$ cat src/rtl/arp_pair_fifo.sv
// arp_pair_fifo: single-clock FIFO buffering learned {IPv4, MAC} pairs between ARP rx and the table FSM.
module arp_pair_fifo #(
    parameter int ADDR_WIDTH = 2,
    parameter int DATA_WIDTH = 80
) (
    input  logic                  clk,
    input  logic                  rst,
    input  logic                  write,
    input  logic [DATA_WIDTH-1:0] data_in,
    input  logic                  read,
    output logic [DATA_WIDTH-1:0] data_out,
    output logic                  empty,
    output logic                  full,
    output logic [ADDR_WIDTH:0]   count
);
    logic [DATA_WIDTH-1:0] mem [2**ADDR_WIDTH];
    logic [ADDR_WIDTH:0] wp, rp;
    logic do_read, do_write;
    assign empty = wp == rp;
    assign full = (wp[ADDR_WIDTH] != rp[ADDR_WIDTH]) && (wp[ADDR_WIDTH-1:0] == rp[ADDR_WIDTH-1:0]);
    assign count = wp - rp;
    assign do_read = read && !empty;
    // a concurrent pop frees a slot, so a push while full is still accepted
    assign do_write = write && (!full || do_read);
    always_ff @(posedge clk)
        if (!rst && do_write) mem[wp[ADDR_WIDTH-1:0]] <= data_in;
    always_ff @(posedge clk)
        if (rst) begin
            wp <= '0;
            rp <= '0;
            data_out <= '0;
        end else begin
            if (do_write) wp <= wp + 1'b1;
            if (do_read) begin
                data_out <= mem[rp[ADDR_WIDTH-1:0]];
                rp <= rp + 1'b1;
            end
        end
endmodule

$ cat config.mk
export PLATFORM = sky130hd
export DESIGN_NAME = arp_pair_fifo
export DESIGN_NICKNAME = d
export VERILOG_FILES = /design/src/rtl/arp_pair_fifo.sv
export SDC_FILE = /design/constraint.sdc
export NUM_CORES = 1
export LEC_CHECK = 0
export ABC_AREA = 0
export CORE_MARGIN = 1.5
export CORE_UTILIZATION = 38
export CTS_CLUSTER_SIZE = 28
export DETAILED_ROUTE_END_ITERATION = 8
export GPL_ROUTABILITY_DRIVEN = 0
export RECOVER_POWER = 50
export SYNTH_ARGS = -nofsm -noshare
export SYNTH_HDL_FRONTEND = slang
export SYNTH_SLANG_ARGS = --single-unit
$ cat constraint.sdc
create_clock -name clk -period 5.6 [get_ports clk]
set_input_delay 1.12 -clock clk [delete_from_list [all_inputs] [get_ports clk]]
set_output_delay 1.12 -clock clk [all_outputs]
set_load 0.05 [all_outputs]
==> out/metrics.yaml, run 1 <==
startpoint_type: "input pin"
cts.sinks: 406
die_x_um: 198
area_growth_pct: 25.8
finalSetupTns_ns: 0
io_buffers: 168
fin_util_pct: 48.3
final_cell_mix: "edfxtp_1 (320), dlygate4sd3_1 (96), dfxtp_1 (84)"
synth_compound_area_share_pct: 5.38
vias_per_cell: 4.94
clk_latency_ns: 0.53
critPathKind: "input pin to flip-flop"
syn_inst: 653
antenna_found_initial: 4
cap_violations: 1
hp-class: "flip-flop to flip-flop"
ys_ff_latch: 406
grt_pass1_wl_mm: 43.6
synth.largest_area_cell: "edfxtp_1"
cts_max_level: 2
relSlewSlack_pct: -44.9
worstPathRequired_ns: 5.78
grt_usage_pct: 15.0
cp-end-kind: "flip-flop"
synth_top_family_by_area: "multiplexers"
power_density_nw_per_um2: 431
synthSimpleGateAreaFrac_pct: 0.676
grt_pass1_vias: 7198
fmax_mhz: 236
synth_fa_ha_area_share_pct: 0.745
final_layout_size_suffix_gt1_share_pct: 19.3
ys_seq_area_share_pct: 78.4
syn_nets: 745
final-hold-violation-count: 0
violations: "max-capacitance violations, max-slew violations"
avgSynthCellArea_um2: 22.1
fin_nets: 934
clk_pin_slew_ns: 0.06
synth_mux_area_share_pct: 12.8
synth.top_cell.area_share_pct: 66.5
cts_setup_buffers: 0
die_area_um2: 39200
period_share_pct: 75.6
dp_hpwl_mm: 17.3
status: "complete, but fails checks"
wl_mm: 29.1
grt_max_degree: 81
cp_max_fo: 39
power.leakage_uw: 0.00598
cts_hold_buf: 0
cts-resized-gates: 0
ant_nets: 0
clockRootBuffer: "clkbuf_16"
setup_viol: 0
post-route-drc-count: 0
ys_warn_count: 0
slew_violations: 40
arrival_ns: 4.41
ir_drop_mv: 0.228
grt-ovfl-total: 0
cts_inserted_buffers: 43
worst_pin_slew_ns: 2.17
rows: 71
synth_area_um2: 14400
clk_path_buf_depth: 3
clock_skew_ns: 0.0162
fill_cells: 3118
synth_xor_xnor_area_share_pct: 0.234
drt_iter0_drc: 422
synth_area_leaders: "edfxtp_1 (67%), mux4_2 (12%), dfxtp_1 (12%), a22o_1 (4.9%), buf_6 (0.70%)"
drt-pass1-iter-count: 4
dieHeight_um: 198
num_vias: 6858
ys_types: 30
rsz0062_at_grt: "no"
wire_per_inst_um: 21.0
design.core.area_um2: 37600
final_common_cell: "edfxtp_1"
period_needed_ns: 4.23
num_io_pins: 169
cts_tree: "built"
start_util_pct: 38.4
[cell usage after synthesis]
library cell  number
a211o_1            1
a21boi_0           1
a21oi_2            1
a22o_1            80
a31o_1             1
and2_1             1
and3_1             4
buf_2             18
buf_6              9
clkbuf_1           9
dfxtp_1           86
edfxtp_1         320
fa_1               1
ha_1               7
inv_1              7
mux2_2             3
mux2i_1            1
mux4_2            80
nand2_1            4
nand2b_1           1
nand4_1            1
nor2_1             7
nor2b_1            2
o2111ai_1          1
o311ai_0           2
o31a_1             1
o31ai_1            1
xnor2_1            1
xnor2_2            1
xor2_1             1
[final timing paths]
check        slack, ns    startpoint  depth (start not counted)           end
max               1.37          read                          4    mem[2][46]
min               0.47  data_out[33]                          1  data_out[33]
max reg2reg       1.59         rp[1]                          6    mem[2][46]
min reg2reg       0.47  data_out[33]                          1  data_out[33]
[final cells by class]
cell class / count / area [um2] / share of cell area, %
multi-input cells: 204 / 2890 / 15.9
clock buffers: 58 / 1210 / 6.69
inverters: 7 / 26.3 / 0.145
flip-flops and latches: 406 / 11300 / 62.4
diodes: 1 / 2.50 / 0.0138
repair buffers: 180 / 1770 / 9.75
well taps: 511 / 639 / 3.52
clock inverters: 20 / 279 / 1.54
[worst max-delay path, cell delays in order]
cell and delay, ns:
dlygate4sd3_1 0.69, o31a_1 0.33, and3_1 1.67, buf_4 0.57
[metrics by stage]
step	instances	area, um2	power [uW]	setup slack (ns)	hold WS (ns)
after detailed placement	1308	16700	4980	1.90	0.459
after global routing	1386	18200	8100	1.13	0.486
after floorplan	653	14400	4520	1.67	0.484
after CTS	1386	18200	7950	1.64	0.481
final	1387	18200	7830	1.37	0.470
after global placement	1308	16700	4970	1.96	0.462
[per-layer routing]
layer / part of all wire [%] / GRT usage, % / vias to the layer above
met5: 0.051 / 0 / -
met4: 2.1 / 4.41 / 2
met3: 4.0 / 2.59 / 52
met2: 49 / 24.8 / 174
met1: 45 / 20.5 / 3527
li1: - / - / 3103
[power breakdown]
| part | leakage, uW | switching, uW | internal [uW] |
|---|---|---|---|
| clock network | 0.000736 | 1120 | 1840 |
| registers | 0.00361 | 85.7 | 3440 |
| logic | 0.00164 | 820 | 529 |
| total | 0.00598 | 2020 | 5810 |
[state kept, by name, indices dropped and copies added (netlist names)]
register  count
mem         320
data_out     80
rp            3
wp            3
[cells by family (layout without fill, tap and decap cells)]
logic type      Yosys count  count (layout)
flops                   406             406
compound gates           89              89
mux                      84              84
buf+inv                  43             265
simple gates             20              20
fa+ha+maj                 8               8
xor+xnor                  3               3
other cells               0               1
Power figures use the tool's default switching activity.
==> run 2, diff against run 1 <==
- clock period: 5.6 -> 4.03 ns (I/O delays scaled with it)
==> run 2 against run 1 <==
Compared with the run above:
- the flow still finishes with violations (max-capacitance violations, max-slew violations)
- hold slack improved by 0.0019 ns
- via count is 1.0% higher
- die area did not move
- combinational power increased by 39%
- clock power rose by 29%
- non-clock buffer count grew 5
- clock skew is 0.00092 ns lower
- critical endpoint is now empty
- largest cell class unchanged
- highest routed layer unchanged
==> out/metrics.yaml, run 2 (same netlist as run 1, synthesis figures left out) <==
status: "complete, but fails checks"
violations: "max-capacitance violations, max-slew violations"
diodes: 0  # -1
rows: 71  # unchanged
io_buffers: 168  # unchanged
finalSetupTns_ns: 0  # unchanged
clk_latency_ns: 0.53  # about the same
grt_usage_pct: 15.3  # +0.23 points
setup_viol: 0  # unchanged
slew_violations: 81  # +100%
cts.sinks: 406  # unchanged
num_io_pins: 169  # unchanged
r2r-start: "rp[1]"
final-hold-violation-count: 0  # unchanged
dp_hpwl_mm: 17.8  # +2.7%
cap_violations: 1  # unchanged
grt_pass1_vias: 7291  # +1.3%
clock_skew_ns: 0.0153  # -0.000917 ns
cpLargestDelayFamily: "buffers and inverters"
post-route-drc-count: 0  # unchanged
grt_max_degree: 84  # +3.7%
final_layout_size_suffix_gt1_share_pct: 19.2  # -0.066 points
clk_pin_slew_ns: 0.06  # about the same
crit_buf_inv: 2  # unchanged
critPathKind: "flip-flop to primary output"
hp-class: "flip-flop to flip-flop"
grt_pass1_wl_mm: 44.6  # +2.4%
final_common_cell: "edfxtp_1"
dieHeight_um: 198  # unchanged
vias_per_cell: 4.99  # +0.90%
cts_setup_buffers: 0  # unchanged
cts_inserted_buffers: 41  # -4.7%
fin_util_pct: 48.4  # about the same
period_needed_ns: 3.65
r2r_end: "data_out[11]"
ff2ff_path_depth: 6  # unchanged
arrival_ns: 2.85  # -1.56 ns
design.core.area_um2: 37600  # unchanged
worstPathRequired_ns: 3.22  # -2.56 ns
dp.cells: 1313  # +0.38%
cp-end-kind: "primary output"
antenna_found_initial: 6  # +2
fmax_mhz: 274
cts-resized-gates: 0  # unchanged
power.leakage_uw: 0.00599  # +0.16%
final_cells: 1389  # +0.14%
cts_max_level: 2  # unchanged
area_growth_pct: 25.8  # about the same
fill_cells: 3123  # +0.16%
wl_mm: 29.4  # +1.0%
clk_path_buf_depth: 3  # unchanged
power_uw: 10600  # +35%
regArea_um2: 11300  # unchanged
clockRootBuffer: "clkbuf_16"
cts_tree: "built"
multi_input_area_um2: 2890  # -0.17%
fin_nets: 937  # +0.32%
start_util_pct: 38.4  # unchanged
die_x_um: 198  # unchanged
drt-pass1-iter-count: 4  # unchanged
rrSetupSlack_ns: 0.63  # -0.96 ns
crit_path_top_delay_cell: "clkdlybuf4s50_1"
power_density_nw_per_um2: 583  # +35%
period_share_pct: 90.7
ir_drop_mv: 0.341  # +50%
crit_path_start: "rp[1]"
slowest_delay_ns: 0.91  # -0.76 ns
rsz0062_at_grt: "no"
ant_nets: 0  # unchanged
cp_max_fo: 27  # -31%
drt_iter0_drc: 438  # +3.8%
cp-endpoint: "empty"
worst_pin_slew_ns: 1.98  # -0.199 ns
crit_chain: "inv_1 -> ha_1 -> nand2_1 -> nor2_1 -> clkdlybuf4s50_1"
largest_reg_flops: 320  # unchanged
worst-path-stages: 5  # +1
hold_ws_ns: 0.472  # +0.00193 ns
num_vias: 6930  # +1.0%
die_area_um2: 39200  # unchanged
startpoint_type: "flip-flop"
final_cell_mix: "edfxtp_1 (320), dlygate4sd3_1 (101), dfxtp_1 (84)"
relSlewSlack_pct: -31.7  # +13 points
grt-ovfl-total: 0  # unchanged
wire_per_inst_um: 21.2  # +0.88%
cts_hold_buf: 0  # unchanged
==> run 2: cell count changes in the layout (fill, tap and decap cells not counted), moves of 2 or more <==
cell,delta
bufinv_16,-4
clkbuf_16,-2
clkbuf_1,+2
buf_4,-4
clkbuf_8,+3
clkinv_2,-2
dlygate4sd3_1,+5
buf_12,+8
clkdlybuf4s50_1,-5
==> run 2: cell type report <==
type	count	share of cell area, %
sequential	406	62.4
clock buffer	61	6.68
clock inverter	15	0.868
multi-input combinational	204	15.9
inverter	7	0.145
timing repair buffer	185	10.5
tap	511	3.52
==> run 2: per-stage QoR <==
step	worst slack (ns)	instance area, um2
after floorplan	0.102	14400
after global placement	0.905	16800
after detailed placement	0.926	16800
after CTS	0.335	18200
after global routing	0.207	18200
final	0.376	18200
==> run 2: where the power goes <==
part	total (uW)	leakage, uW	internal [uW]	switching (uW)
clock	3810	0.000675	2280	1520
sequential	4900	0.00361	4770	128
combinational	1880	0.00171	746	1130
total	10600	0.00599	7800	2790
==> run 2: worst register-to-register path: cells and delay by family, from the launching register on <==
kind / cells / cell delay, ns
AND/OR/NAND/NOR: 1 / 0.32
AO/OA/AOI/OAI: 2 / 0.56
buffers and inverters: 2 / 1.53
adder cells (fa/ha/maj): 1 / 0.31
flip-flops: 1 / 0.62
==> run 2: worst min path at each step <==
| stage | startpoint | endpoint | slack (ns) | depth (start not counted) |
|---|---|---|---|---|
| 5_1_grt | data_out[37] | data_out[37] | 0.49 | 1 |
| 6_report | data_out[47] | data_out[47] | 0.47 | 1 |
| 2_1_floorplan | wp[1] | wp[1] | 0.48 | 2 |
| 3_5_place_dp | data_out[68] | data_out[68] | 0.46 | 1 |
| 3_3_place_gp | data_out[47] | data_out[47] | 0.46 | 1 |
| 4_1_cts | data_out[41] | data_out[41] | 0.48 | 1 |
==> run 2: per-layer routing <==
layer | share of wire [%] | track usage [%] | vias to the layer above
met2 | 50 | 25.9 | 178
met5 | 0.034 | 0 | -
li1 | - | - | 3118
met3 | 4.6 | 2.93 | 53
met4 | 2.0 | 4.16 | 2
met1 | 43 | 20.1 | 3579
